$ cat src/rtl/pio_byte_bridge.sv
// rtl/pio_byte_bridge.sv - host PIO byte bridge with TX/RX FIFOs and a byte presenter
module pio_byte_bridge #(
  parameter int TXD = 8,
  parameter int RXD = 4
) (
  input  logic       clk_clk,
  input  logic       reset_reset,
  input  logic [1:0] outsignal_export,
  input  logic [7:0] curbyteout_export,
  input  logic       load_export,
  output logic [7:0] curbytein_export,
  output logic       instrobe_export,
  output logic       empty_export,
  output logic       readytodownload_export,
  output logic [7:0] tx_data,
  output logic       tx_valid,
  input  logic       tx_ready,
  input  logic [7:0] rx_data,
  input  logic       rx_valid,
  output logic       rx_ready,
  output logic       overflow
);

  localparam int TAW = $clog2(TXD);
  localparam int RAW = $clog2(RXD);
  localparam logic [TAW:0] TX_FULL = (TAW + 1)'(TXD);
  localparam logic [RAW:0] RX_FULL = (RAW + 1)'(RXD);

  typedef enum logic [1:0] {
    CMD_NOP   = 2'b00,
    CMD_PUSH  = 2'b01,
    CMD_ACK   = 2'b10,
    CMD_FLUSH = 2'b11
  } cmd_t;

  typedef enum logic {
    S_IDLE = 1'b0,
    S_HOLD = 1'b1
  } state_t;

  // Host command capture
  logic       load_q;
  logic       load_armed;
  logic       cmd_valid;
  cmd_t       cmd_code;
  logic [7:0] cmd_byte;

  logic do_push;
  logic do_ack;
  logic do_flush;

  // TX FIFO (host -> fabric)
  logic [7:0]     tx_mem [TXD];
  logic [TAW-1:0] tx_wr_ptr;
  logic [TAW-1:0] tx_rd_ptr;
  logic [TAW:0]   tx_count;
  logic           tx_full;
  logic           tx_empty;
  logic           tx_wr;
  logic           tx_rd;

  // RX FIFO (fabric -> host)
  logic [7:0]     rx_mem [RXD];
  logic [RAW-1:0] rx_wr_ptr;
  logic [RAW-1:0] rx_rd_ptr;
  logic [RAW:0]   rx_count;
  logic           rx_full;
  logic           rx_empty;
  logic           rx_wr;
  logic           rx_pop;

  state_t state;

  // Register the load strobe and latch a command one cycle after its rising edge.
  // load_armed stays low after reset until load has been seen low, so a strobe
  // held high across reset release never looks like a fresh edge.
  always_ff @(posedge clk_clk) begin
    if (reset_reset) begin
      load_q     <= 1'b0;
      load_armed <= 1'b0;
      cmd_valid  <= 1'b0;
      cmd_code   <= CMD_NOP;
      cmd_byte   <= 8'h00;
    end else begin
      load_q     <= load_export;
      load_armed <= load_armed | ~load_export;
      cmd_valid  <= load_export & ~load_q & load_armed;
      cmd_code   <= cmd_t'(outsignal_export);
      cmd_byte   <= curbyteout_export;
    end
  end

  assign do_push  = cmd_valid && (cmd_code == CMD_PUSH);
  assign do_ack   = cmd_valid && (cmd_code == CMD_ACK);
  assign do_flush = cmd_valid && (cmd_code == CMD_FLUSH);

  assign tx_full  = (tx_count == TX_FULL);
  assign tx_empty = (tx_count == '0);
  // Fullness is judged before any pop in the same cycle.
  assign tx_wr    = do_push & ~tx_full;
  assign tx_rd    = ~tx_empty & tx_ready;

  assign tx_valid               = ~tx_empty;
  assign empty_export           = tx_empty;
  assign readytodownload_export = ~tx_full;
  assign tx_data                = tx_mem[tx_rd_ptr];

  // TX storage write; stale entries are harmless because occupancy gates reads
  always_ff @(posedge clk_clk) begin
    if (tx_wr) begin
      tx_mem[tx_wr_ptr] <= cmd_byte;
    end
  end

  // TX pointers, occupancy and sticky overflow; flush beats any fabric pop
  always_ff @(posedge clk_clk) begin
    if (reset_reset || do_flush) begin
      tx_wr_ptr <= '0;
      tx_rd_ptr <= '0;
      tx_count  <= '0;
      overflow  <= 1'b0;
    end else begin
      if (tx_wr) tx_wr_ptr <= tx_wr_ptr + 1'b1;
      if (tx_rd) tx_rd_ptr <= tx_rd_ptr + 1'b1;
      tx_count <= tx_count + {{TAW{1'b0}}, tx_wr} - {{TAW{1'b0}}, tx_rd};
      if (do_push && tx_full) overflow <= 1'b1;
    end
  end

  assign rx_full  = (rx_count == RX_FULL);
  assign rx_empty = (rx_count == '0);
  assign rx_ready = ~rx_full;
  assign rx_wr    = rx_valid & ~rx_full;
  assign rx_pop   = (state == S_IDLE) & ~rx_empty;

  // RX storage write
  always_ff @(posedge clk_clk) begin
    if (rx_wr) begin
      rx_mem[rx_wr_ptr] <= rx_data;
    end
  end

  // RX pointers and occupancy; flush discards a same-cycle fabric write
  always_ff @(posedge clk_clk) begin
    if (reset_reset || do_flush) begin
      rx_wr_ptr <= '0;
      rx_rd_ptr <= '0;
      rx_count  <= '0;
    end else begin
      if (rx_wr)  rx_wr_ptr <= rx_wr_ptr + 1'b1;
      if (rx_pop) rx_rd_ptr <= rx_rd_ptr + 1'b1;
      rx_count <= rx_count + {{RAW{1'b0}}, rx_wr} - {{RAW{1'b0}}, rx_pop};
    end
  end

  // Presenter: hold one byte for the host until it is acknowledged
  always_ff @(posedge clk_clk) begin
    if (reset_reset) begin
      state            <= S_IDLE;
      curbytein_export <= 8'h00;
      instrobe_export  <= 1'b0;
    end else if (do_flush) begin
      state           <= S_IDLE;
      instrobe_export <= 1'b0;
    end else begin
      case (state)
        S_IDLE: begin
          if (!rx_empty) begin
            curbytein_export <= rx_mem[rx_rd_ptr];
            instrobe_export  <= 1'b1;
            state            <= S_HOLD;
          end
        end
        S_HOLD: begin
          if (do_ack) begin
            instrobe_export <= 1'b0;
            state           <= S_IDLE;
          end
        end
        default: state <= S_IDLE;
      endcase
    end
  end

endmodule

$ cat config.mk
export PLATFORM = sky130hd
export DESIGN_NAME = pio_byte_bridge
export DESIGN_NICKNAME = d
export VERILOG_FILES = /design/src/rtl/pio_byte_bridge.sv
export SDC_FILE = /design/constraint.sdc
export NUM_CORES = 1
export LEC_CHECK = 0
export ABC_CLOCK_PERIOD_IN_PS = 4190
export CAP_MARGIN = 25
export CORE_UTILIZATION = 60
export CTS_CLUSTER_SIZE = 28
export DETAILED_ROUTE_END_ITERATION = 12
export GPL_TIMING_DRIVEN = 0
export PLACE_DENSITY = 0.82
export SETUP_SLACK_MARGIN = 0.3
export SYNTH_ARGS = -nofsm -noshare
export SYNTH_HDL_FRONTEND = slang
export SYNTH_SLANG_ARGS = --single-unit
$ cat constraint.sdc
create_clock -name clk_clk -period 4.19 [get_ports clk_clk]
set_input_delay 0.838 -clock clk_clk [delete_from_list [all_inputs] [get_ports clk_clk]]
set_output_delay 0.838 -clock clk_clk [all_outputs]
set_load 0.005 [all_outputs]
==> load_flow_metrics.sql <==
INSERT INTO impl_metrics (metric_group, metric, value, unit) VALUES
('floorplanning', 'io_pins', '45', ''),
('synthesis', 'syn_area_per_cell', '16.1', 'um2'),
('critical_path', 'cp_data_required_time', '3.35', 'ns'),
('timing', 'max_transition_viols_final', '0', ''),
('routing', 'routed_via_density', '5.79', ''),
('floorplanning', 'effective_utilization_at_floorplan', '62.7', '%'),
('timing', 'finalClockSkew', '0.00779', 'ns'),
('grt', 'initial_antenna_violation_count', '0', ''),
('synthesis', 'synth.lib_cells_used.distinct', '44', ''),
('synthesis', 'synth_seq_area_share', '67.8', '%'),
('cells_and_area', 'n_fill_cell', '533', ''),
('grt', 'grt_max_degree', '17', ''),
('clocking', 'cts-buffers-inserted', '17', ''),
('cells_and_area', 'drive_above_1_share', '15.3', '%'),
('timing', 'fmax', '290', 'MHz'),
('power_and_ir_drop', 'power-per-cell-area', '589', 'mW/mm2'),
('synthesis', 'synthArstFlopShare', '0', '%'),
('grt', 'grt_pass1_wl', '16700', 'um'),
('synthesis', 'synth_enable_flop_cells', '96', ''),
('clocking', 'post_cts_resized', '0', ''),
('timing', 'finalHoldViolations', '0', ''),
('cells_and_area', 'stdcell_area', '0.00672', 'mm2'),
('cells_and_area', 'number_of_antenna_diodes', '0', ''),
('critical_path', 'critPathCaptureType', 'primary output', ''),
('routing', 'dr_total_vias', '3082', ''),
('placed_design', 'post_dp_hpwl', '6890', 'um'),
('clocking', 'clock_insertion_delay_worst_skew', '0.51', 'ns'),
('timing', 'report.final.setup_viol', '0', ''),
('critical_path', 'timing.rr.start', 'rx_count[1]', ''),
('critical_path', 'crit_path_max_fanout', '10', ''),
('clocking', 'cts_tree', 'yes', ''),
('routing', 'detail_route.first_pass.iterations', '6', ''),
('synthesis', 'synth_top_cell_by_area', 'sky130_fd_sc_hd__edfxtp_1', ''),
('cells_and_area', 'nNetsFinal', '449', ''),
('floorplanning', 'dieArea', '0.00964', 'mm2'),
('synthesis', 'syn-instance-count', '345', ''),
('synthesis', 'synth_top_cells_by_area', 'sky130_fd_sc_hd__edfxtp_1 52%, sky130_fd_sc_hd__dfxtp_1 16%, sky130_fd_sc_hd__mux4_1 7.1%', ''),
('synthesis', 'synth_seq_cells', '140', ''),
('placed_design', 'place.port_buffers', '43', ''),
('placed_design', 'gp_routability_congestion', '0.782', ''),
('floorplanning', 'floorplan.core_area', '0.00885', 'mm2'),
('cells_and_area', 'syn2layout_area_growth', '21.1', '%'),
('synthesis', 'synth_area', '0.00555', 'mm2'),
('clocking', 'clock_pin_transition_on_the_worst_setup_and_hold_timing_paths', '0.07', 'ns'),
('routing', 'detail_route.iter0.violations', '168', ''),
('timing', 'totalNegativeSetupSlack', '0', 'ns'),
('floorplanning', 'fp.dieW', '98.2', 'um'),
('timing', 'finalCriticalPeriod', '3.45', 'ns'),
('grt', 'grt-ovfl-total', '0', ''),
('critical_path', 'worst-setup-path-type', 'reg -> out', ''),
('clocking', 'cts_max_level', '4', ''),
('timing', 'max-slew-margin-rel', '38.1', '%'),
('floorplanning', 'rows', '34', ''),
('clocking', 'ctsLongestPathBuffers', '2', ''),
('clocking', 'cts_sinks', '140', ''),
('power_and_ir_drop', 'peak_vdd_ir', '0.373', 'mV'),
('status', 'outcome', 'finished clean', ''),
('placed_design', 'dpl-instance-area', '0.00616', 'mm2'),
('synthesis', 'synth_ff_type', 'sky130_fd_sc_hd__edfxtp_1', ''),
('clocking', 'ctsHoldBuffers', '0', ''),
('cells_and_area', 'post_layout_nonfiller_instances', '532', ''),
('job', 'max_cap_violations', '0', ''),
('critical_path', 'crit_path_start_kind', 'flip-flop', ''),
('power_and_ir_drop', 'total_leakage_power', '0.00239', 'uW'),
('timing', 'unrepaired_setup_endpoints_after_global_routing', 'false', ''),
('critical_path', 'worstPathArrival', '2.62', 'ns'),
('grt', 'number_of_global_route_vias_before_repair', '3167', ''),
('timing', 'worst-slew-pin-transition', '0.925', 'ns'),
('grt', 'globalRouteTotalUtil', '23.7', '%'),
('routing', 'avgRoutedWirePerCell', '19.6', 'um'),
('routing', 'route.detailed.drc', '0', ''),
('clocking', 'clock_tree.root_cell', 'sky130_fd_sc_hd__clkbuf_8', ''),
('placed_design', 'number_of_cells_in_the_design_after_placement', '500', ''),
('clocking', 'number_of_post_cts_setup_repair_buffers', '0', ''),
('routing', 'route.antenna.remaining_nets', '0', ''),
('synthesis', 'syn_nets', '383', ''),
('floorplanning', 'die_height', '98.2', 'um'),
('synthesis', 'yosys.area.top_type_share', '51.9', '%'),
('timing', 'timing.final.crit_share', '82.4', '%'),
('synthesis', 'synthesis.yosys.warnings', '0', ''),
('hold_path', 'hold_path.class', 'reg -> reg', ''),
('hold_path', 'hold_path.startpoint', 'load_q', ''),
('routing', 'postRouteWirelength', '10400', 'um');
## final cells by class
cell class	instances	area (um2)	area share, %
clock inverter	15	148	2.20
tap	108	135	2.01
clock buffer	17	414	6.16
timing repair buffer	47	460	6.85
multi-input combinational	170	1630	24.3
buffer	17	96.3	1.43
sequential	140	3760	56.0
inverter	18	67.6	1.01
## through the flow
stage               hold slack, ns  setup WS, ns  power [uW]  util, %
finish                       0.396         0.736        3960     75.9
global route                 0.412         0.607        4150     75.9
CTS                          0.391         0.695        3980     75.9
detailed placement           0.383          1.25        2590     69.6
global placement             0.384          1.21        2550     69.1
floorplan                    0.372          1.76        2250        -
## synthesized netlist by cell type (2+ instances only)
| cell type | instances |
|---|---|
| sky130_fd_sc_hd__o311ai_0 | 8 |
| sky130_fd_sc_hd__nand2b_1 | 3 |
| sky130_fd_sc_hd__a21o_1 | 3 |
| sky130_fd_sc_hd__buf_1 | 3 |
| sky130_fd_sc_hd__clkbuf_1 | 7 |
| sky130_fd_sc_hd__inv_1 | 17 |
| sky130_fd_sc_hd__edfxtp_1 | 96 |
| sky130_fd_sc_hd__a21oi_1 | 16 |
| sky130_fd_sc_hd__o21ai_0 | 5 |
| sky130_fd_sc_hd__nor2b_1 | 11 |
| sky130_fd_sc_hd__mux4_2 | 9 |
| sky130_fd_sc_hd__or3_1 | 3 |
| sky130_fd_sc_hd__nand2_1 | 13 |
| sky130_fd_sc_hd__nor3b_1 | 2 |
| sky130_fd_sc_hd__fa_1 | 2 |
| sky130_fd_sc_hd__and3_1 | 5 |
| sky130_fd_sc_hd__xnor2_1 | 3 |
| sky130_fd_sc_hd__ha_1 | 13 |
| sky130_fd_sc_hd__nor3_1 | 5 |
| sky130_fd_sc_hd__or3b_2 | 2 |
| sky130_fd_sc_hd__or4_1 | 3 |
| sky130_fd_sc_hd__nand4_1 | 8 |
| sky130_fd_sc_hd__o31ai_1 | 3 |
| sky130_fd_sc_hd__mux2_2 | 8 |
| sky130_fd_sc_hd__mux4_1 | 15 |
| sky130_fd_sc_hd__buf_2 | 4 |
| sky130_fd_sc_hd__dfxtp_1 | 44 |
| sky130_fd_sc_hd__nand3_1 | 6 |
| sky130_fd_sc_hd__and2_1 | 4 |
| sky130_fd_sc_hd__a31oi_1 | 2 |
| sky130_fd_sc_hd__nor2_1 | 9 |
## cell families (layout without fill, tap and decap cells)
kind of cell | Yosys count | count (layout) | synth area share (%)
adder cells (fa/ha/maj) | 15 | 15 | 3.65
AND/OR/NAND/NOR | 79 | 79 | 7.94
buffers and inverters | 35 | 114 | 2.95
XOR/XNOR | 4 | 4 | 0.631
AO/OA/AOI/OAI | 39 | 39 | 4.46
flip-flops | 140 | 140 | 67.8
multiplexers | 33 | 33 | 12.6
## report_power, final
group	switching, uW	internal (uW)	total, uW	leakage, uW
logic	411	471	882	0.000877
clock network	636	759	1400	0.000274
registers	82.3	1600	1680	0.00124
total	1130	2830	3960	0.00239
## sequential cells by signal, summed over array words and instances, names as in the netlist, named ones only
| signal | flops |
|---|---|
| cmd_byte | 8 |
| cmd_code | 2 |
| cmd_valid | 1 |
| curbytein_export | 8 |
| instrobe_export | 1 |
| load_armed | 1 |
| load_q | 1 |
| overflow | 1 |
| rx_count | 3 |
| rx_mem | 32 |
| rx_rd_ptr | 2 |
| rx_wr_ptr | 2 |
| state | 1 |
| tx_count | 4 |
| tx_mem | 64 |
| tx_rd_ptr | 3 |
| tx_wr_ptr | 3 |
## placed cells by master, fill, tap and decap left out, types with 2 or more instances in the layout
master / count
sky130_fd_sc_hd__a21o_1: 3
sky130_fd_sc_hd__a21oi_1: 16
sky130_fd_sc_hd__a31oi_1: 2
sky130_fd_sc_hd__and2_1: 4
sky130_fd_sc_hd__and3_1: 5
sky130_fd_sc_hd__buf_1: 3
sky130_fd_sc_hd__buf_2: 4
sky130_fd_sc_hd__buf_4: 5
sky130_fd_sc_hd__clkbuf_1: 7
sky130_fd_sc_hd__clkbuf_16: 16
sky130_fd_sc_hd__clkdlybuf4s50_1: 43
sky130_fd_sc_hd__clkinv_4: 5
sky130_fd_sc_hd__dfxtp_1: 44
sky130_fd_sc_hd__edfxtp_1: 96
sky130_fd_sc_hd__fa_1: 2
sky130_fd_sc_hd__ha_1: 13
sky130_fd_sc_hd__inv_1: 17
sky130_fd_sc_hd__inv_6: 4
sky130_fd_sc_hd__inv_8: 4
sky130_fd_sc_hd__mux2_2: 8
sky130_fd_sc_hd__mux4_1: 15
sky130_fd_sc_hd__mux4_2: 9
sky130_fd_sc_hd__nand2_1: 13
sky130_fd_sc_hd__nand2b_1: 3
sky130_fd_sc_hd__nand3_1: 6
sky130_fd_sc_hd__nand4_1: 8
sky130_fd_sc_hd__nor2_1: 9
sky130_fd_sc_hd__nor2b_1: 11
sky130_fd_sc_hd__nor3_1: 4
sky130_fd_sc_hd__nor3b_1: 2
sky130_fd_sc_hd__o21ai_0: 5
sky130_fd_sc_hd__o311ai_0: 8
sky130_fd_sc_hd__o31ai_1: 3
sky130_fd_sc_hd__or3_1: 3
sky130_fd_sc_hd__or3b_2: 2
sky130_fd_sc_hd__or4_1: 3
sky130_fd_sc_hd__xnor2_1: 3
## worst max-delay path, stage by stage (launching register included)
cell	delay (ns)
sky130_fd_sc_hd__dfxtp_1	0.31
sky130_fd_sc_hd__clkbuf_1	0.36
sky130_fd_sc_hd__buf_2	0.36
sky130_fd_sc_hd__mux4_1	0.34
sky130_fd_sc_hd__mux2_2	0.29
sky130_fd_sc_hd__clkdlybuf4s50_1	0.44
## worst paths after layout
kind,endpoint,slack [ns],cells after the start
setup / recovery,tx_data[7],0.74,5
hold / removal,cmd_valid,0.40,1
setup reg to reg,rx_count[2],1.51,10
hold reg to reg,cmd_valid,0.40,1
## metal layers
layer	track usage, %	up-vias	part of all wire, %
li1	-	1477	-
met1	29.7	1508	42
met2	40.6	87	52
met3	6.44	10	4.1
met4	7.35	0	0.89
met5	0	-	0
No activity file was read; power rests on OpenSTA's default activity.
